## config.mk

```make
export PLATFORM = sky130hd
export DESIGN_NAME = uart_tx_arbiter
export DESIGN_NICKNAME = d
export VERILOG_FILES = /design/src/rtl/uart_tx_arbiter.sv
export SDC_FILE = /design/constraint.sdc
export NUM_CORES = 1
export LEC_CHECK = 0
export CORE_AREA = 8 8 70 72
export CTS_CLUSTER_SIZE = 12
export DETAILED_ROUTE_END_ITERATION = 6
export DIE_AREA = 0 0 78 80
export PLACE_DENSITY_LB_ADDON = 0.08
export SLEW_MARGIN = 20
export SYNTH_ARGS = -nofsm -noshare
export SYNTH_HDL_FRONTEND = slang
export SYNTH_SLANG_ARGS = --single-unit
```

## constraint.sdc

```tcl
create_clock -name clk -period 3 [get_ports clk]
set_input_delay 0.6 -clock clk [delete_from_list [all_inputs] [get_ports clk]]
set_output_delay 0.6 -clock clk [all_outputs]
set_load 0.01 [all_outputs]
```

## src/rtl/uart_tx_arbiter.sv

```systemverilog
// Round-robin scheduler sharing one UART TX core between N byte requesters.
// Define TX_ARB_TIMEOUT_EN to build the watchdog for a core that never reports done.
module uart_tx_arbiter #(
   parameter int          N       = 4,
   parameter int          IDW     = 2,
   parameter logic [23:0] TIMEOUT = 24'd200000
) (
   input  logic           clk,
   input  logic           arst,
   input  logic [N-1:0]   req,
   input  logic [8*N-1:0] req_data,
   output logic [N-1:0]   gnt,
   output logic [N-1:0]   ack,
   output logic [IDW-1:0] active_id,
   output logic           tx_en,
   output logic [7:0]     tx_data,
   input  logic           tx_busy,
   input  logic           tx_done,
   output logic           timeout_err
);

   typedef enum logic [1:0] {IDLE, LOAD, WAIT_BUSY, WAIT_DONE} state_t;

   state_t         state, state_d;
   logic [IDW-1:0] ptr, ptr_d, win, id_d, next_ptr;
   logic [N-1:0]   gnt_d, ack_d, rot;
   logic [2*N-1:0] req2;
   logic [7:0]     win_data, data_d;
   logic           found, tx_en_d, timeout_hit;

   if (N < 2 || N > 8 || IDW < $clog2(N) || TIMEOUT == 24'd0) begin : g_bad_cfg
      $error("uart_tx_arbiter: unsupported N/IDW/TIMEOUT combination");
   end

   // Rotate requests so bit 0 is the requester at ptr; lowest set bit wins.
   assign req2 = {req, req};
   assign rot  = N'(req2 >> ptr);

   always_comb begin
      found = 1'b0;
      win   = '0;
      for (int k = 0; k < N; k++) begin
         if (!found && rot[k]) begin
            found = 1'b1;
            win   = IDW'((int'(ptr) + k) % N);
         end
      end
   end

   always_comb begin
      win_data = 8'h00;
      for (int i = 0; i < N; i++) begin
         if (win == IDW'(i)) win_data = req_data[8*i +: 8];
      end
   end

   assign next_ptr = (active_id == IDW'(N - 1)) ? '0 : active_id + IDW'(1);

`ifdef TX_ARB_TIMEOUT_EN
   logic [23:0] cnt;

   always_ff @(posedge clk or negedge arst) begin
      if (!arst) begin
         cnt         <= '0;
         timeout_err <= 1'b0;
      end else begin
         timeout_err <= timeout_hit;
         if (state == LOAD) cnt <= '0;
         else if (state == WAIT_BUSY || state == WAIT_DONE) cnt <= cnt + 24'd1;
      end
   end

   // A done arriving in the expiry cycle still completes the frame normally.
   assign timeout_hit = (cnt == TIMEOUT) &&
                        (state == WAIT_BUSY || (state == WAIT_DONE && !tx_done));
`else
   assign timeout_hit = 1'b0;
   assign timeout_err = 1'b0;
`endif

   always_comb begin
      state_d = state;
      gnt_d   = '0;
      ack_d   = '0;
      tx_en_d = 1'b0;
      id_d    = active_id;
      data_d  = tx_data;
      ptr_d   = ptr;
      case (state)
         IDLE: begin
            if (found) begin
               id_d    = win;
               data_d  = win_data;
               gnt_d   = N'(1) << win;
               tx_en_d = 1'b1;
               state_d = LOAD;
            end
         end
         LOAD:      state_d = WAIT_BUSY;
         // Done is ignored here so a stale pulse from the previous frame is not taken.
         WAIT_BUSY: if (tx_busy) state_d = WAIT_DONE;
         WAIT_DONE: begin
            if (tx_done) begin
               ack_d   = N'(1) << active_id;
               ptr_d   = next_ptr;
               state_d = IDLE;
            end
         end
         default:   state_d = IDLE;
      endcase
      if (timeout_hit) begin
         ack_d   = '0;
         ptr_d   = next_ptr;
         state_d = IDLE;
      end
   end

   always_ff @(posedge clk or negedge arst) begin
      if (!arst) begin
         state     <= IDLE;
         ptr       <= '0;
         gnt       <= '0;
         ack       <= '0;
         tx_en     <= 1'b0;
         tx_data   <= 8'h00;
         active_id <= '0;
      end else begin
         state     <= state_d;
         ptr       <= ptr_d;
         gnt       <= gnt_d;
         ack       <= ack_d;
         tx_en     <= tx_en_d;
         tx_data   <= data_d;
         active_id <= id_d;
      end
   end

endmodule

```

### Word-level counts from Yosys, hierarchy flattened

Index checks and enable logic that the tools add are counted.

* register bits after elaboration: 23
* latch bits: 0
* RAM bits: 0
* bits in read-only memories: 0
* bits of input ports: 40
* output and inout port bits: 20
* memories kept: 0

* add/sub/neg operators: 4
* $mul: 0
* divide/modulo/power cells: 0
* magnitude comparators: 0
* eq/ne operators: 10
* shifts and indexed selects: 3
* mux-type cells: 23
* bitwise gates (word level): 0
* reductions and logical operators: 11

Operator list (number)
* 8-bit two-way mux: 4
* 2-bit two-way mux: 8
* 4-bit two-way mux: 4
* 2-bit equality test, second input constant: 5
* 2-bit case mux with 4 select lines: 1
* 1-bit by 2-bit left shift with 4-bit output, first input constant: 2
* 8-bit by 2-bit right shift with 4-bit output: 1
* 1-bit two-way mux: 6
* 2-bit != test, second input constant: 3
* 2-bit by 1-bit adder with 2-bit output, second input constant: 2
* 2-bit adder, second input constant: 2
* 2-bit by 1-bit equality test with 1-bit output, second input constant: 2
* 2-bit logical NOT: 2
* 2-bit AND reduction: 2
* 1-bit logical AND: 3
* 1-bit logical NOT: 3
* 3-bit AND reduction: 1

### Logic depth before layout (Yosys ltp)

Gate-level depths: netlist of run 1.

* depth in word-level cells: 16
* gate-level depth with buffers: 7
* depth with buffers taken out: 7

### Worst setup path before layout of run 1

No wires, ideal clock.

* path kind: input to register
* start: input port req[0]
* end: register tx_data[7]
* library setup time: 0.148 ns
* arrival: 1.811 ns
* path slack: 1.042 ns
* stages: 6
* cells stage by stage: nor2b_1 > or4_4 > buf_6 > and3_4 > a211oi_2 > o41ai_2

* word-level cells in the longest chain between the ends: 16

RTL lines
* start: declaration: RTL line 10 `input logic [N-1:0] req,`
* 8-bit by 2-bit right shift with 4-bit output (*): RTL line 37 `assign rot = N'(req2 >> ptr);`
* 1-bit two-way mux: RTL line 43 `if (!found && rot[k]) begin`
* 1-bit logical NOT: RTL line 43
* 1-bit logical AND: RTL line 43
* 1-bit two-way mux: RTL line 43
* 1-bit logical NOT: RTL line 43
* 1-bit logical AND: RTL line 43
* 1-bit two-way mux: RTL line 43
* 1-bit logical NOT: RTL line 43
* 1-bit logical AND: RTL line 43
* 2-bit two-way mux: RTL line 43
* 2-bit logical NOT: RTL line 53 `if (win == IDW'(i)) win_data = req_data[8*i +: 8];`
* 8-bit two-way mux (4 in series): RTL line 53
* end signal: assignment: RTL line 133 `tx_data <= data_d;`
* end: declaration: RTL line 16 `output logic [7:0] tx_data,`

Mark *: on every way between the ends. The rest lies on a longest branch, timed or not.
A chain may end at the register's enable or synchronous reset.

### Worst setup path in the final report of run 1

* start: input port req[0]
* end: register tx_data[1]

Same word-level chain as after synthesis.

==> results.md, run 1 <==
* Path type of the worst setup path: in2reg
* TNS Setup at 0 ps
* Cell Pwr Density at 790 nW/um^2
* TritonCTS clock tree: built
* Dpl cells at roughly 250
* CTS H-tree depth at 1
* CP cell instances: clkdlybuf4s50_1, nor2b_1, nor2_1, o211a_1, a221oi_1, a21oi_1
* Sequential share of the synthesized area at between 40% and 50%
* EDFF count, synth at 0
* Die Area at 6240 sq um
* Final Max Slew Viols at 0
* Std cell rows at 23
* Setup crit end kind: flip-flop
* Synth async-reset ratio at 100%
* Initial antenna violation count at 0
* FMAX at 417 MHz
* Finished layout cell area at just over 2000 sq um
* Synth cell count leaders: dfrtp_1 (23), nor2_1 (12), o21ai_0 (12), inv_1 (8)
* I/O pin count at 60
* Avg Inst Size Synth at 9.67 sq um
* Fin worst setup slack at 603 ps
* CTS Sinks at 23
* Crit-path leading delay family: compound AO/OA/AOI/OAI gates
* Top FF cell, synth: dfrtp_1
* Routability cong. at 0.763
* CORE AREA at between 3000 and 4000 sq um
* Port Buffer Count at 58
* Syn Nets at between 150 and 200
* Routed Antenna Nets at 0
* Bufs on Longest Clock Path at 2
* Final Cycle Share at between 70% and 80%
* Initial core utilization at between 30% and 40%
* Die width at 78 um
* Largest net degree at the start of global routing at 24
* Flop pwr share at 32.6%
* Vias at around 1.3k
* Maximum vdd ir drop at a little under 0.0005 V
* Clock slew seen by the registers of the worst setup and hold paths at around 80 ps
* Area grow syn2layout at 51.8%
* GRT Total Usage at 12.9%
* First-pass GRT wire length at around 6600 um
* Worst path bufs/invs at 1
* Combinational Power Share at between 50 and 60%
* Worst min path class: reg2reg
* Pre-CTS setup slack at around 370 ps
* Vias in the first global route at approximately 1.4k
* LEAKAGE at roughly 0.89 nW
* Worst EP arrival at ~2500 ps
* Post-synth top area share at 43.1%
* Status: finished, final reports clean
* Final WL at approximately 4200 um
* Leading area contributor after synthesis: dfrtp_1
* Cts repair resizes at 0
* Yosys cell types at 37
* Most frequent cell after synthesis: dfrtp_1
* CP Launch Type: primary input
* Postcts setup bufs at 0
* Detailed-route DRC error count at 0
* Final Setup Violations at 0
* Maxcap violations at 0
* Tmin final at roughly 2400 ps
* Req. time, crit path at around 3100 ps
* Final worst clock skew at 3.91 ps
* Internal at 968 uW
* Gr ovfl total at 0
* Layout cells sized above 1 at a little under a tenth
* CP max FO at 8
* Ys Warns at 0
* Pre-antenna DRT Iters at 4
* Filler cells at 372
* Psw at 633 uW
* Clock latency on the worst-skew pair at roughly 260 ps
* Non-filler instance count after layout at 249
* Hpwl dp at 3170 um
* #FFs+latches synth at 23
* CTS Hold Bufs at 0
* Clock buffer count from CTS at 3
* RSZ-0062 raised after global routing: no
* Ranking of synthesized cells by area: dfrtp_1 (43%), ha_1 (6.6%), a221oi_1 (4.6%), o21ai_0 (4.5%), a21o_1 (3.4%)
* Die H at roughly 80 um
* Vias per cell at between 5 and 6
* Clk network pwr share at about an eighth
* # diodes at 0
* Final Net Count at 247
* DRT iter0 DRCs at 95
* Clk root buf: clkbuf_8
* Synth Cell Area at between 1000 and 1500 sq um
* Cell Area, Placed at 1980 sq um
* Avg WL per Cell at 16.7 um
* Worst path slowest cell: clkdlybuf4s50_1
* Switching part of the total at between 30% and 40%
* Post-Syn Instances at 138
* Fin. Hold Viols at 0
* Crit path largest cell delay at between 600 and 700 ps
final timing paths:
| check | startpoint | to | slack (ps) | depth (start not counted) |
|---|---|---|---|---|
| worst max register to register | ptr[0]$_DFFE_PN0P_ | tx_data[7]$_DFFE_PN0P_ | 1100 | 5 |
| max in group asynchronous | arst | tx_data[6]$_DFFE_PN0P_ | 2060 | 2 |
| worst max-delay path | req[0] | tx_data[1]$_DFFE_PN0P_ | 600 | 6 |
| worst min-delay path | tx_data[7]$_DFFE_PN0P_ | tx_data[7]$_DFFE_PN0P_ | 520 | 2 |
| worst min register to register | tx_data[7]$_DFFE_PN0P_ | tx_data[7]$_DFFE_PN0P_ | 520 | 2 |
| min in group asynchronous | arst | ack[3]$_DFF_PN0_ | 690 | 2 |
worst register-to-register path: stages (launching register included):
cell and delay (ps):
dfrtp_1 480, nor2b_1 150, o21ai_0 350, o31a_1 430, a211oi_2 70, o41ai_2 320
flip-flops by register name, indices dropped and copies added, names as in the netlist:
name,flops
tx_data,8
active_id,2
state,2
tx_en,1
gnt,4
ack,4
ptr,2
cell type report:
class / instances / area [sq um] / area share (%)
timing repair buffer: 63 / 618 / 30.5
sequential: 23 / 576 / 28.4
inverter: 8 / 30.0 / 1.48
clock inverter: 1 / 7.51 / 0.370
clock buffer: 3 / 41.3 / 2.04
multi-input combinational: 101 / 692 / 34.1
tap: 50 / 62.6 / 3.09
metrics by stage:
stage / util [%] / hold slack, ps / power [mW]
CTS: 52.6 / 518 / 1.62
detailed placement: 51.3 / 499 / 1.42
floorplan: - / 304 / 1.02
global placement: 51.3 / 473 / 1.39
global route: 52.6 / 569 / 1.74
finish: 52.6 / 522 / 1.60
layer usage:
| layer | vias up | part of all wire (%) | global-route usage [%] |
|---|---|---|---|
| li1 | 622 | - | - |
| met1 | 625 | 44 | 15.3 |
| met2 | 46 | 48 | 22.6 |
| met3 | 4 | 6.3 | 2.70 |
| met4 | 0 | 1.4 | 4.44 |
| met5 | - | 0 | 0 |
cell usage in the layout, fill, tap and decap left out, drive strengths merged, types with 2 or more instances in the layout:
master and count:
clkdlybuf4s50 58, ha 7, nand2 8, a21oi 7
o21ai 12, inv 8, nor3 2, nand3 7
buf 5, dfrtp 23, nor2b 5, and2 2
a21o 6, a221oi 7, o41ai 3, nor4 2
and3 6, a211oi 3, clkbuf 3, nor2 12
cell families (layout without fill, tap and decap cells):
| logic type | count (synthesis) | after routing | share of synthesized area (%) |
|---|---|---|---|
| buffers and inverters | 14 | 75 | 5.06 |
| other | 1 | 1 | 0.281 |
| muxes | 2 | 2 | 1.59 |
| adders and majority gates | 7 | 7 | 6.56 |
| and+or+nand+nor | 46 | 46 | 18.7 |
| AOI/OAI and AO/OA | 45 | 45 | 24.7 |
| DFF | 23 | 23 | 43.1 |
power by group through the flow:
stage / logic [mW] / clock network [mW] / registers [mW]
finish: 0.885 / 0.195 / 0.522
global route: 0.991 / 0.210 / 0.538
CTS: 0.898 / 0.198 / 0.520
detailed placement: 0.894 / 0 / 0.526
global placement: 0.866 / 0 / 0.520
floorplan: 0.472 / 0 / 0.552
No activity file was read; power rests on OpenSTA's default activity.
==> run 2: changes to the inputs <==
- clock period: 3 -> 2.4 ns (I/O delays scaled with it)
==> results.md, run 2 (synthesis gave the netlist of run 1 again) <==
* Die H at 80 um (unchanged)
* Fin Hold WS at 497 ps (was 522 ps)
* CP Launch Type: primary input (unchanged)
* TritonCTS clock tree: built (unchanged)
* I/O pin count at 60 (unchanged)
* Biggest regs: tx_data x8, ack x4, gnt x4 (unchanged)
* Pre-CTS setup slack at 96.4 ps (was 374 ps)
* Clk root buf: clkbuf_8 (unchanged)
* Bufs on Longest Clock Path at 2 (unchanged)
* R2r startpoint: ptr[0]$_DFFE_PN0P_ (unchanged)
* Reg2Reg Setup Slack at 640 ps (was 1100 ps)
* Area grow syn2layout at 55.8% (was 51.8%)
* Maxcap violations at 0 (unchanged)
* Dpl cells at 252 (was 245)
* Final Setup Violations at 0 (unchanged)
* # diodes at 0 (unchanged)
* Setup crit end: tx_data[7]$_DFFE_PN0P_ (was tx_data[1]$_DFFE_PN0P_)
* Cts repair resizes at 0 (unchanged)
* Worst EP arrival at 2160 ps (was 2540 ps)
* Port Buffer Count at 58 (unchanged)
* Commonest non-fill, non-tap cells in the layout: clkdlybuf4s50_1 (58), dfrtp_1 (23), nor2_1 (12), o21ai_0 (12), buf_4 (12) (was clkdlybuf4s50_1 (58), dfrtp_1 (23), nor2_1 (12), o21ai_0 (12), inv_1 (8))
* Status: finished, final reports clean (unchanged)
* Critical path startpoint: req[2] (was req[0])
* Final worst clock skew at 3.23 ps (was 3.91 ps)
* Initial antenna violation count at 0 (unchanged)
* FF-to-FF path depth at 5 (unchanged)
* Largest Register: tx_data (unchanged)
* Routability cong. at 0.832 (was 0.763)
* Worst min path class: reg2reg (unchanged)
* LEAKAGE at 0.919 nW (was 0.886 nW)
* Max reg flops at 8 (unchanged)
* Postcts setup bufs at 0 (unchanged)
* Final Cycle Share at 83.5%
* Req. time, crit path at 2550 ps (was 3140 ps)
* Die Area at 6240 sq um (unchanged)
* Tmin final at ~2000 ps
* RSZ-0062 raised after global routing: no (unchanged)
* GRT Total Usage at 12.0% (was 12.9%)
* Commonest non-fill, non-tap cell in the layout: clkdlybuf4s50_1 (unchanged)
* Pre-antenna DRT Iters at 4 (unchanged)
* Vias in the first global route at 1337 (was 1369)
* Vias at 1290 (was 1297)
* Avg WL per Cell at 15.2 um (was 16.7 um)
* Final WL at 3890 um (was 4150 um)
* CP max FO at 6 (was 8)
* Die width at 78 um (unchanged)
* Setup crit end kind: flip-flop (unchanged)
* Cell Pwr Density at 975 nW/um^2 (was 790 nW/um^2)
* Routed Antenna Nets at 0 (unchanged)
* R2r endpoint: tx_data[3]$_DFFE_PN0P_ (was tx_data[7]$_DFFE_PN0P_)
* Gr ovfl total at 0 (unchanged)
* TNS Setup at 0 ps (unchanged)
* CTS Sinks at 23 (unchanged)
* Initial core utilization at 34.6% (unchanged)
* Path type of the worst setup path: in2reg (unchanged)
* Non-filler instance count after layout at 256 (was 249)
* Final Max Slew Viols at 0 (unchanged)
* Fin. Hold Viols at 0 (unchanged)
* Maximum vdd ir drop at 0.000423 V (was 0.000487 V)
* Clock latency on the worst-skew pair at 260 ps (about the same)
* Std cell rows at 23 (unchanged)
* Fin util at 53.9% (was 52.6%)
* FMAX at between 400 and 500 MHz
* Hpwl dp at 3160 um (was 3170 um)
* Layout cells sized above 1 at 12.6% (was 9.55%)
* CTS Hold Bufs at 0 (unchanged)
* DRT iter0 DRCs at 38 (was 95)
* Vias per cell at 5.04 (was 5.21)
* CTS H-tree depth at 1 (unchanged)
* First-pass GRT wire length at 6270 um (was 6600 um)
* Fin worst setup slack at 396 ps (was 603 ps)
* Worst hold stages at 2 (unchanged)
* Final Net Count at 254 (was 247)
* Clock buffer count from CTS at 3 (unchanged)
* CORE AREA at 3860 sq um (unchanged)
* Detailed-route DRC error count at 0 (unchanged)
* Largest net degree at the start of global routing at 24 (unchanged)
* Clock slew seen by the registers of the worst setup and hold paths at 90 ps (was 80 ps)
[run 2: final cells by class]
class / instances / area [sq um]
tap: 50 / 62.6
clock inverter: 1 / 7.51
sequential: 23 / 576
inverter: 8 / 30.0
multi-input combinational: 101 / 692
clock buffer: 3 / 41.3
timing repair buffer: 70 / 671
fill: 370 / 1780
[run 2: through the flow]
stage	instance area, sq um	total power, mW
5_1_grt	2080	2.19
3_3_place_gp	2030	1.77
6_report	2080	2.03
3_5_place_dp	2030	1.80
2_1_floorplan	1340	1.28
4_1_cts	2080	2.05
[run 2: routing by layer]
metal	global-route usage, %	share of wire, %	up-vias
met5	0	0	-
met2	20.2	48	39
met1	15.0	45	614
met4	4.26	0.90	0
li1	-	-	635
met3	2.03	5.8	2
[run 2: how the worst min path moves through the flow]
stage | startpoint | endpoint | slack (ps)
2_1_floorplan | arst | ack[0]$_DFF_PN0_ | 180
3_3_place_gp | tx_data[7]$_DFFE_PN0P_ | tx_data[7]$_DFFE_PN0P_ | 480
3_5_place_dp | tx_data[7]$_DFFE_PN0P_ | tx_data[7]$_DFFE_PN0P_ | 470
4_1_cts | tx_data[7]$_DFFE_PN0P_ | tx_data[7]$_DFFE_PN0P_ | 500
5_1_grt | tx_data[7]$_DFFE_PN0P_ | tx_data[7]$_DFFE_PN0P_ | 510
6_report | tx_data[7]$_DFFE_PN0P_ | tx_data[7]$_DFFE_PN0P_ | 500
[run 2: power by group]
group	switching [mW]	internal, mW
registers	0.112	0.538
logic	0.547	0.589
clock network	0.126	0.117
total	0.784	1.24
[run 2: critical path: stages]
cell and delay (ps):
clkdlybuf4s50_1 510, and2b_4 230, or4_4 440, and3_4 190, a211oi_2 210, o41ai_2 100
==> edit (settings of run 1) <==
`IDW`: 2 -> 4.
--- a/src/rtl/uart_tx_arbiter.sv
+++ b/src/rtl/uart_tx_arbiter.sv
@@ -3,5 +3,5 @@
 module uart_tx_arbiter #(
    parameter int          N       = 4,
-   parameter int          IDW     = 2,
+   parameter int          IDW     = 4,
    parameter logic [23:0] TIMEOUT = 24'd200000
 ) (
Ports: changed (resized active_id); port bits go from 60 to 62. The function was not compared with the original's and may differ.
==> edit against run 1 <==
  * Sequential cell count unchanged
  * Wire length decreased by 23%
  * Non-clock buffer count decreased by 3
  * Clock skew decreased by 0.0024 ns
  * Core utilization decreased by 2.8 points
  * Final area decreased by 5.3%
  * Critical path depth decreased by 1
  * Register-to-register slack got worse by 0.07 ns
  * Synthesized area decreased by 4.4%
  * Highest routed layer unchanged
  * Die area unchanged
  * Power decreased by 6.1%
  * Worst setup slack improved by 0.083 ns
  * Global-route usage decreased by 2.6 points
  * Hold slack got worse by 0.21 ns
==> edit: results (changes against run 1) <==
stage	metric	value	unit	change
synthesis	ys_seq_area_share	45.10	%	was 43.11%
setup_path	arrival	2.42	ns	was 2.54 ns
setup_path	max_stage_delay	0.51	ns	was 0.62 ns
setup_path	r2r-start	ptr[1]$_DFFE_PN0P_		was ptr[0]$_DFFE_PN0P_
status	outcome	complete, no violations		unchanged
synthesis	synth_cell_types	26		was 37
synthesis	synthAdderAreaFrac	6.863	%	was 6.560%
hold_path	min-delay-path-class	primary input to async pin		was register to register
setup_path	cpMaxStageDelayCell	nand2b_1		was clkdlybuf4s50_1
synthesis	synth_compound_area_share	15.29	%	was 24.74%
setup_path	r2r_setup_slack	1.03	ns	was 1.10 ns
route	wl_met3	221	um	was 261 um
setup_path	r2r_cells	4		was 5
route	drt_iter0_drc	32		was 95
setup_path	path_max_fanout	10		was 8
cells_and_area	drive_gt1_share	11.11	%	was 9.548%
cells_and_area	multi_input_area_share	31.88	%	was 34.14%
setup_path	crit_start	req[2]		was req[0]
synthesis	synthMuxAreaShare	14.61	%	was 1.593%
cells_and_area	fin_nets	219		was 247
cells_and_area	clockBufferCount	4		was 3
route	routed_via_density	4.683		was 5.209
cells_and_area	buf_share	30.77	%	was 30.49%
route	wl_per_cell	14.44	um	was 16.68 um
global_routing	grt_pass1_vias	1079		was 1369
timing	clock_skew	0.001478	ns	was 0.003911 ns
global_routing	use_met1	12.20	%	was 15.32%
cells_and_area	multi_input_comb_cells	75		was 101
timing	hold_ws	0.3079	ns	was 0.5225 ns
cells_and_area	clock_area_share	2.347	%	was 2.407%
synthesis	netlist_top_cells_count	23 x dfrtp_1, 16 x mux2i_1, 13 x nand2_1		was 23 x dfrtp_1, 12 x nor2_1, 12 x o21ai_0
power_and_ir_drop	ir_drop	578.5	uV	was 487.4 uV
setup_path	worstSetupEndpoint	tx_data[6]$_DFFE_PN0P_		was tx_data[1]$_DFFE_PN0P_
route	wl_met1	1279	um	was 1842 um
placement	hpwlAfterDp	2548	um	was 3166 um
cells_and_area	fillCellCount	368		was 372
global_routing	grt_pass1_wl	5306	um	was 6603 um
placement	place_congestion	0.7472		was 0.7626
power_and_ir_drop	p_sw_share	37.17	%	was 39.55%
cells_and_area	nFlopsAndLatches	23		unchanged
## edit: worst max-delay path: cells and delay by family
| kind | cells | cell delay (ns) |
|---|---|---|
| compound gates | 2 | 0.51 |
| simple gates | 1 | 0.51 |
| buf+inv | 1 | 0.49 |
| mux | 1 | 0.30 |
## edit: cells by family after synthesis
logic type | after synthesis
compound gates | 20
other cells | 1
flops | 23
buf+inv | 17
mux | 18
simple gates | 27
fa+ha+maj | 7
## edit: power by group through the flow
stage               clock network, uW  logic, uW  registers, uW
global route                      205        898            521
finish                            185        814            504
detailed placement                  0        832            509
global placement                    0        816            507
floorplan                           0        480            540
CTS                               190        832            505
## edit: per-stage QoR
step | std cells | area (sq um) | setup WS, ns
after global routing | 221 | 1919 | 0.5878
after CTS | 221 | 1924 | 0.6807
final | 221 | 1919 | 0.6862
after floorplan | 115 | 1284 | 1.329
after detailed placement | 217 | 1879 | 0.3924
after global placement | 217 | 1879 | 0.4848
